## config.mk

```make
export PLATFORM = sky130hd
export DESIGN_NAME = fetch_packet_queue_flat
export DESIGN_NICKNAME = d
export VERILOG_FILES = /design/src/rtl/fetch_packet_queue_if.sv /design/src/rtl/fetch_packet_queue.sv /design/src/flat_wrapper.sv
export SDC_FILE = /design/constraint.sdc
export NUM_CORES = 1
export LEC_CHECK = 0
export ABC_AREA = 1
export BUFFER_PORTS_ARGS = -buffer_cell sky130_fd_sc_hd__clkbuf_2
export CAP_MARGIN = 40
export CORE_MARGIN = 2
export CORE_UTILIZATION = 41
export CTS_CLUSTER_SIZE = 25
export DETAILED_ROUTE_END_ITERATION = 8
export HOLD_SLACK_MARGIN = 0.06
export PLACE_DENSITY_LB_ADDON = 0.12
export SLEW_MARGIN = 20
export SYNTH_ARGS = -nofsm -noshare
export SYNTH_HDL_FRONTEND = slang
export SYNTH_SLANG_ARGS = --single-unit
```

## constraint.sdc

```tcl
create_clock -name clk -period 3.3 [get_ports clk]
set_clock_uncertainty 0.15 [all_clocks]
set_input_delay 0.495 -clock clk [delete_from_list [all_inputs] [get_ports clk]]
set_output_delay 0.495 -clock clk [all_outputs]
set_load 0.05 [all_outputs]
```

## src/rtl/fetch_packet_queue_if.sv

```systemverilog
// Handshake bundle between the fetch stage, the packet queue and the decoder.
// The master side is the fetch stage plus decoder; the slave side is the queue.
interface fetch_packet_queue_if #(
  parameter int PACKET_SIZE = 64,
  parameter int DEPTH       = 8
);
  localparam int CW = $clog2(DEPTH) + 1;

  logic [2*PACKET_SIZE-1:0] data_in;
  logic                     valid_in;
  logic                     ready_o;
  logic                     must_flush;
  logic [1:0]               pop_cnt;
  logic [PACKET_SIZE-1:0]   pkt_a_o;
  logic [PACKET_SIZE-1:0]   pkt_b_o;
  logic                     valid_a_o;
  logic                     valid_b_o;
  logic [CW-1:0]            count_o;

  modport master (
    output data_in, valid_in, must_flush, pop_cnt,
    input  ready_o, pkt_a_o, pkt_b_o, valid_a_o, valid_b_o, count_o
  );

  modport slave (
    input  data_in, valid_in, must_flush, pop_cnt,
    output ready_o, pkt_a_o, pkt_b_o, valid_a_o, valid_b_o, count_o
  );
endinterface

```

## src/rtl/fetch_packet_queue.sv

```systemverilog
// Circular buffer between fetch and decode: accepts 2-packet bundles,
// presents the two oldest packets, and lets decode consume 0..2 per cycle.
module fetch_packet_queue #(
  parameter int PACKET_SIZE = 64,
  parameter int DEPTH       = 8
) (
  input  logic                  clk,
  input  logic                  rst_n,
  fetch_packet_queue_if.slave   bus
);
  localparam int PW = $clog2(DEPTH);
  localparam int CW = PW + 1;

  logic [PACKET_SIZE-1:0] storage [DEPTH];

  logic [PW-1:0] head_q, tail_q;
  logic [CW-1:0] count_q;
  logic          ready_q;

  logic [PW-1:0] head_b, tail_b;
  logic [CW-1:0] pop_req, pop_eff, count_next;
  logic          push, flush;

  assign flush  = bus.must_flush;
  assign push   = bus.valid_in && ready_q && !flush;
  assign head_b = head_q + PW'(1);
  assign tail_b = tail_q + PW'(1);

  // Decode may ask for more than is stored; clamp to the current occupancy.
  always_comb begin
    pop_req    = CW'(bus.pop_cnt);
    pop_eff    = (pop_req > count_q) ? count_q : pop_req;
    count_next = count_q + (push ? CW'(2) : CW'(0)) - pop_eff;
  end

  // Storage holds no reset value; both bundle halves land in consecutive slots.
  always_ff @(posedge clk) begin
    if (push) begin
      storage[tail_q] <= bus.data_in[PACKET_SIZE-1:0];
      storage[tail_b] <= bus.data_in[2*PACKET_SIZE-1:PACKET_SIZE];
    end
  end

  // Pointer, occupancy and ready bookkeeping; ready looks one cycle ahead.
  always_ff @(posedge clk or negedge rst_n) begin
    if (!rst_n) begin
      head_q  <= '0;
      tail_q  <= '0;
      count_q <= '0;
      ready_q <= 1'b0;
    end else if (flush) begin
      head_q  <= '0;
      tail_q  <= '0;
      count_q <= '0;
      ready_q <= 1'b1;
    end else begin
      head_q  <= head_q + PW'(pop_eff);
      if (push) tail_q <= tail_q + PW'(2);
      count_q <= count_next;
      ready_q <= (count_next <= CW'(DEPTH - 2));
    end
  end

  assign bus.ready_o   = ready_q;
  assign bus.pkt_a_o   = storage[head_q];
  assign bus.pkt_b_o   = storage[head_b];
  assign bus.valid_a_o = (count_q >= CW'(1));
  assign bus.valid_b_o = (count_q >= CW'(2));
  assign bus.count_o   = count_q;

  // Decode must never pop 3 or more packets than are stored.
  pop_legal_a: assert property (@(posedge clk) disable iff (!rst_n)
    (bus.pop_cnt != 2'd3) && (CW'(bus.pop_cnt) <= count_q))
    else $error("fetch_packet_queue: illegal pop_cnt %0d with count %0d", bus.pop_cnt, count_q);
endmodule
```

## src/flat_wrapper.sv

```systemverilog
// flat-port wrapper written by rule: the top's interface ports become plain ports
module fetch_packet_queue_flat 
#(
  parameter int PACKET_SIZE = 64,
  parameter int DEPTH       = 8
)
  (clk, rst_n, bus_data_in, bus_valid_in, bus_must_flush, bus_pop_cnt, bus_ready_o, bus_pkt_a_o, bus_pkt_b_o, bus_valid_a_o, bus_valid_b_o, bus_count_o);
  fetch_packet_queue_if #(.PACKET_SIZE(PACKET_SIZE), .DEPTH(DEPTH)) bus_i ();
  input  logic clk;
  input  logic rst_n;
  input wire logic [$bits(bus_i.data_in)-1:0] bus_data_in;
  input wire logic [$bits(bus_i.valid_in)-1:0] bus_valid_in;
  input wire logic [$bits(bus_i.must_flush)-1:0] bus_must_flush;
  input wire logic [$bits(bus_i.pop_cnt)-1:0] bus_pop_cnt;
  output wire logic [$bits(bus_i.ready_o)-1:0] bus_ready_o;
  output wire logic [$bits(bus_i.pkt_a_o)-1:0] bus_pkt_a_o;
  output wire logic [$bits(bus_i.pkt_b_o)-1:0] bus_pkt_b_o;
  output wire logic [$bits(bus_i.valid_a_o)-1:0] bus_valid_a_o;
  output wire logic [$bits(bus_i.valid_b_o)-1:0] bus_valid_b_o;
  output wire logic [$bits(bus_i.count_o)-1:0] bus_count_o;
  assign bus_i.data_in = bus_data_in;
  assign bus_i.valid_in = bus_valid_in;
  assign bus_i.must_flush = bus_must_flush;
  assign bus_i.pop_cnt = bus_pop_cnt;
  assign bus_ready_o = bus_i.ready_o;
  assign bus_pkt_a_o = bus_i.pkt_a_o;
  assign bus_pkt_b_o = bus_i.pkt_b_o;
  assign bus_valid_a_o = bus_i.valid_a_o;
  assign bus_valid_b_o = bus_i.valid_b_o;
  assign bus_count_o = bus_i.count_o;
  fetch_packet_queue #(.PACKET_SIZE(PACKET_SIZE), .DEPTH(DEPTH)) u_core (.clk(clk), .rst_n(rst_n), .bus(bus_i));
endmodule
```

==> metrics.yaml, run 1 <==
grt_max_degree: 209
start_util_pct: 41.57
synth_mux_area_share_pct: 0
cts_buffer_depth: 3
detail-route-antenna-nets: 0
hold_viol: 0
dp_slack_ns: 0.06633
vdd_ir_drop_max_v: 0.001049
grt_overflow: 0
min_period_ns: 3.237
crit_required_ns: 2.65
path_clk_slew_ns: 0.06
powerDensity_nw_per_um2: 1168
min_path_type: "input port to register"
p_total_mw: 41.57
cts-root-buf: "clkbuf_16"
final.period_utilization_pct: 98.09
path_cells: "ha_4, buf_4, clkbuf_16, o211ai_1, nand2_1, nand2_1, nand2_1, buf_12"
gp_congestion: 0.8329
syn-cell-area_um2: 29210
slew_headroom_pct: 49.82
fin_hold_ws_ns: 0.09583
yosys.area_share.simple_pct: 16.15
clock_power_share_pct: 15.1
rsz0062_at_grt: "true"
synthCells: 3425
final_core_util_pct: 50.63
cts-buffers-inserted: 58
critical_path_class: "register to output pin"
setup-violations-final: 0
cts_tree: "done"
syn_to_final_growth_pct: 21.78
row_count: 97
power_frac_seq_pct: 19.1
p_leak_nw: 15.26
grt_antenna_before_repair: 5
cp-start-kind: "register"
synth_warnings: 0
die_w_um: 270.9
grt_pass1_vias: 23750
drt-wirelength-per-cell_um: 20.84
worst_slack_ns: 0.06315
critPathMaxFanout: 31
fmax_mhz: 308.9
fin_cells: 4570
insertion_delay_ns: 0.61
synth_compound_area_share_pct: 19.51
slew_violations: 0
io_buffers: 268
num_io_pins: 269
tightest_slew_ns: 0.7527
power.internal_mw: 21.39
outcome: "complete, no violations"
dr.pass1.iters: 7
ys_seq_elements: 522
dp_hpwl_um: 52130
synth_top_family_by_area: "compound AO/OA/AOI/OAI gates"
placedCellCount: 4378
comb_power_share_pct: 65.8
fin_area_um2: 35580
endpoint_kind: "output pin"
synth_fa_ha_area_share_pct: 0.7624
grt.total_usage_pct: 24.15
final_nets: 3730
crit_slowest_cell: "dfrtp_4"
avgSynthCellArea_um2: 8.529
drc: 0
viasPerCell: 5.490
cp_slowest_stage_delay_ns: 0.57
syn_nets: 3575
cp.arrival_ns: 2.59
nFillCells: 6289
yosys.cell_types.count: 26
p_switching_mw: 20.18
clkSinkCount: 522
maxCapViolCount: 0
initialDrtViolationCount: 2297
die_h_um: 270.9
routed_wl_um: 95240
htreeDepth: 2
grt_pass1_wl_um: 137600
yosys.area_share.xor_xnor_pct: 0.05996
crit_top_cell: "nand2_1"
cp_top_family: "buffers and inverters"
dr_total_vias: 25090
core_um2: 70270
die_area_um2: 73400
path_buf_inv: 3
finalSetupTns_ns: 0
drive_gt1_share_pct: 12.98
seq_area_frac_synth_pct: 53.49
dpl_cell_area_um2: 32650
switching_share_pct: 48.55
[worst register-to-register path, stage by stage, from the launching register on]
cell,delay [ns]
dfrtp_1,0.39
inv_1,0.11
ha_1,0.33
nand2_1,0.08
nand2_1,0.12
nand2_1,0.15
nor2_2,0.12
a21oi_2,0.07
fa_1,0.52
ha_1,0.14
inv_1,0.06
fa_1,0.43
xnor2_1,0.14
nor2_1,0.12
a21oi_1,0.05
[flip-flops by register name, indices dropped and copies added, names as in the netlist]
signal and count:
u_core.bus.count_o 4, u_core.bus.ready_o 1, u_core.head_q 3, u_core.storage 512
u_core.tail_q 2
[synthesized netlist by cell type, drive strengths merged]
cell type,instances,share of area [%]
nor2,9,0.12
buf,142,3.2
clkbuf,175,2.2
nand4,1,0.021
inv,353,4.5
o21bai,1,0.026
edfxtp,512,53
xnor2,2,0.060
nand3,1,0.017
dfrtp,10,0.86
o211ai,320,8.2
fa,3,0.21
clkinv,1,0.013
nand2,1231,16
and2,1,0.021
o21ai,453,7.9
nor3,1,0.056
a21oi,196,3.4
ha,13,0.56
[cells in the final DEF (no fill, tap or decap), types with 2 or more instances in the layout]
cell	n
a21oi_1	194
a21oi_2	2
buf_12	130
buf_16	9
buf_4	26
buf_6	8
bufinv_16	4
clkbuf_1	12
clkbuf_16	70
clkbuf_2	164
clkinv_1	20
clkinv_2	18
dfrtp_1	7
dfrtp_4	3
diode_2	2
dlygate4sd3_1	65
edfxtp_1	512
fa_1	3
ha_1	12
inv_1	342
inv_2	2
nand2_1	1216
nand2_2	11
nand2_4	4
nor2_1	8
o211ai_1	320
o21ai_0	273
o21ai_1	169
o21ai_2	11
[final timing paths]
path	start	end	slack, ns	depth (start not counted)
setup reg to reg	u_core.bus.count_o[1]$_DFF_PN0_	u_core.bus.ready_o$_DFF_PN0_	0.23	14
hold / removal	bus_data_in[114]	u_core.storage[3][50]$_DFFE_PP_	0.1	3
max in group asynchronous	rst_n	u_core.head_q[1]$_DFF_PN0_	2.53	2
setup / recovery	u_core.head_q[0]$_DFF_PN0_	bus_pkt_b_o[52]	0.06	8
hold reg to reg	u_core.bus.count_o[2]$_DFF_PN0_	u_core.head_q[2]$_DFF_PN0_	0.49	3
min in group asynchronous	rst_n	u_core.bus.count_o[3]$_DFF_PN0_	0.17	2
[routing by layer]
layer | wire length [um] | GRT usage, %
met1 | 38300 | 30.58
met2 | 46550 | 41.43
met3 | 7098 | 3.763
met4 | 3258 | 9.320
met5 | 39 | 0
[power groups by stage]
stage          Clock [mW]  Combinational (mW)  Sequential (mW)
3_3_place_gp            0                25.8             8.06
5_1_grt              6.64                29.0             7.97
3_5_place_dp            0                26.1             8.07
4_1_cts              6.38                26.4             7.93
6_report             6.26                27.4             7.94
2_1_floorplan           0                15.1             8.09
[cell type report]
class / count / area (um^2) / share of cell area, %
clock buffers: 73 / 1572 / 4.417
well taps: 940 / 1176 / 3.306
clock inverters: 35 / 250.2 / 0.7034
diodes: 2 / 5.005 / 0.01407
repair buffers: 412 / 4847 / 13.63
multi-input cells: 2232 / 10730 / 30.16
inverters: 354 / 1360 / 3.823
flip-flops and latches: 522 / 15640 / 43.95
[repair_timing]
action	CTS	global route
setup buffers	0	7
resized for setup	16	23
hold endpoints to repair	263	0
cloned	0	10
hold buffers	65	0
endpoints found under the setup margin	42	116
pin swaps	0	1
[logic make-up (layout without fill, tap and decap cells)]
| logic type | count (synthesis) | after routing |
|---|---|---|
| other | 0 | 2 |
| adder cells (fa/ha/maj) | 16 | 16 |
| buffers and inverters | 671 | 874 |
| XOR/XNOR | 2 | 2 |
| flip-flops | 522 | 522 |
| AO/OA/AOI/OAI | 970 | 970 |
| AND/OR/NAND/NOR | 1244 | 1244 |
Note: power is estimated with default switching activity, not from simulation.
==> run 2: changes to the inputs <==
--- a/config.mk
+++ b/config.mk
@@ -13,6 +13,7 @@
 export CTS_CLUSTER_SIZE = 25
 export DETAILED_ROUTE_END_ITERATION = 8
 export HOLD_SLACK_MARGIN = 0.06
+export MAX_ROUTING_LAYER = met4
 export PLACE_DENSITY_LB_ADDON = 0.12
 export SLEW_MARGIN = 20
 export SYNTH_ARGS = -nofsm -noshare
==> run 2 against run 1 <==
Net effect: hold slack lost 0.0064 ns; sequential share of layout area is essentially flat; global-route usage grew 0.73 points; maximum frequency shrank 0.22%; critical endpoint unchanged; cell area is essentially flat; clock power is essentially flat; setup slack lost 0.0072 ns; critical path type unchanged; core utilization is essentially flat; via count shrank 0.58%.
==> metrics.yaml, run 2 (synthesis results as in run 1) <==
slew_headroom_pct: 51.00
layout_commonest_cell: "nand2_1"
cp-start-kind: "register"
crit_top_cell: "nand2_1"
grt_pass1_wl_um: 137600
row_count: 97
path_clk_slew_ns: 0.06
num_io_pins: 269
insertion_delay_ns: 0.61
p_total_mw: 41.61
core_um2: 70270
io_buffers: 268
cts-buffers-inserted: 58
drt-wirelength-per-cell_um: 20.86
fmax_mhz: 308.3
hold_viol: 0
initialDrtViolationCount: 2264
path_buf_inv: 3
detail-route-antenna-nets: 0
dp_slack_ns: 0.06633
cts-root-buf: "clkbuf_16"
dr.pass1.iters: 5
clkSinkCount: 522
outcome: "complete, no violations"
grt_antenna_before_repair: 5
htreeDepth: 2
gp_congestion: 0.8460
layout_common_cells: "nand2_1, edfxtp_1, inv_1"
grt_overflow: 0
drive_gt1_share_pct: 12.98
worst_slack_ns: 0.05592
cts_buffer_depth: 3
cp.arrival_ns: 2.60
tightest_slew_ns: 0.7350
grt.total_usage_pct: 24.88
syn_to_final_growth_pct: 21.81
start_util_pct: 41.57
final_nets: 3730
min_path_type: "input port to register"
rsz0062_at_grt: "true"
setup-violations-final: 0
die_h_um: 270.9
grt_pass1_vias: 23740
critical_path_class: "register to output pin"
path_cells: "ha_4, buf_4, clkbuf_16, o211ai_1, nand2_1, nand2_1, nand2_1, buf_12"
cts_tree: "done"
vdd_ir_drop_max_v: 0.001054
routed_wl_um: 95400
grt_max_degree: 209
slew_violations: 0
p_leak_nw: 15.26
nFillCells: 6286
cp_top_family: "buffers and inverters"
dr_total_vias: 24950
viasPerCell: 5.455
cp_slowest_stage_delay_ns: 0.57
drc: 0
critPathMaxFanout: 31
crit_required_ns: 2.65
min_period_ns: 3.244
maxCapViolCount: 0
final.period_utilization_pct: 98.31
largest_reg_flops: 512
crit_slowest_cell: "dfrtp_4"
dp_hpwl_um: 52130
die_w_um: 270.9
endpoint_kind: "output pin"
die_area_um2: 73400
regMostFlops: "u_core.storage"
powerDensity_nw_per_um2: 1169
## run 2: cell count changes in the layout (fill, tap and decap cells not counted)
| cell | previous run | this run |
|---|---|---|
| diode_2 | 2 | 5 |
## run 2: path summary, 6_finish.rpt
kind                                                       from                               to  slack, ns  depth (start not counted)
worst max-delay path                 u_core.head_q[0]$_DFF_PN0_                  bus_pkt_b_o[52]       0.06                          8
worst min-delay path                             bus_data_in[1]   u_core.storage[6][1]$_DFFE_PP_       0.09                          1
worst max register to register  u_core.bus.count_o[1]$_DFF_PN0_     u_core.bus.ready_o$_DFF_PN0_       0.22                         14
worst min register to register  u_core.bus.count_o[2]$_DFF_PN0_       u_core.head_q[2]$_DFF_PN0_       0.48                          3
max in group asynchronous                                 rst_n       u_core.head_q[1]$_DFF_PN0_       2.53                          2
min in group asynchronous                                 rst_n  u_core.bus.count_o[3]$_DFF_PN0_       0.17                          2
## run 2: worst register-to-register path, stage by stage (launching register included)
cell and delay (ns):
dfrtp_1 0.39, inv_1 0.11, ha_1 0.33, nand2_1 0.08, nand2_1 0.12, nand2_1 0.15, nor2_2 0.12, a21oi_2 0.07
fa_1 0.52, ha_1 0.14, inv_1 0.06, fa_1 0.43, xnor2_1 0.14, nor2_1 0.12, a21oi_1 0.05
## run 2: power breakdown
group / switching, mW / total [mW] / internal (mW)
registers: 0.184 / 7.94 / 7.76
logic: 17.4 / 27.4 / 9.98
clock network: 2.62 / 6.27 / 3.65
total: 20.2 / 41.6 / 21.4
## run 2: layout make-up
type / count / area (um^2) / share of cell area (%)
multi-input cells: 2232 / 10730 / 30.15
inverters: 354 / 1360 / 3.822
flip-flops and latches: 522 / 15640 / 43.94
diodes: 5 / 12.51 / 0.03516
well taps: 940 / 1176 / 3.305
repair buffers: 412 / 4847 / 13.62
clock inverters: 35 / 250.2 / 0.7033
clock buffers: 73 / 1572 / 4.416
## run 2: metrics by stage
stage	cells	hold WS, ns	TNS [ns]	area [um^2]	utilization (%)
6_report	4573	0.08943	0	35580	50.64
5_1_grt	4573	0.07492	-0.1087	35580	50.64
4_1_cts	4551	0.06464	-0.1535	35170	50.05
3_5_place_dp	4378	0.2613	0	32650	46.46
3_3_place_gp	4376	0.2510	0	32590	46.38
2_1_floorplan	3425	0.04941	-18.75	29220	-
## run 2: routing by layer
metal  track usage [%]  wire, um
met1             30.69     38610
met2             41.53     46830
met3             3.586      6947
met4             9.145      3014
met5                 -         0
## run 2: timing repair
action,in CTS,in global routing
pin swaps,0,1
endpoints found under the hold margin,263,0
buffers inserted,0,7
endpoints found under the setup margin,42,109
hold buffers,65,0
gates cloned,0,10
gates resized for setup,16,23
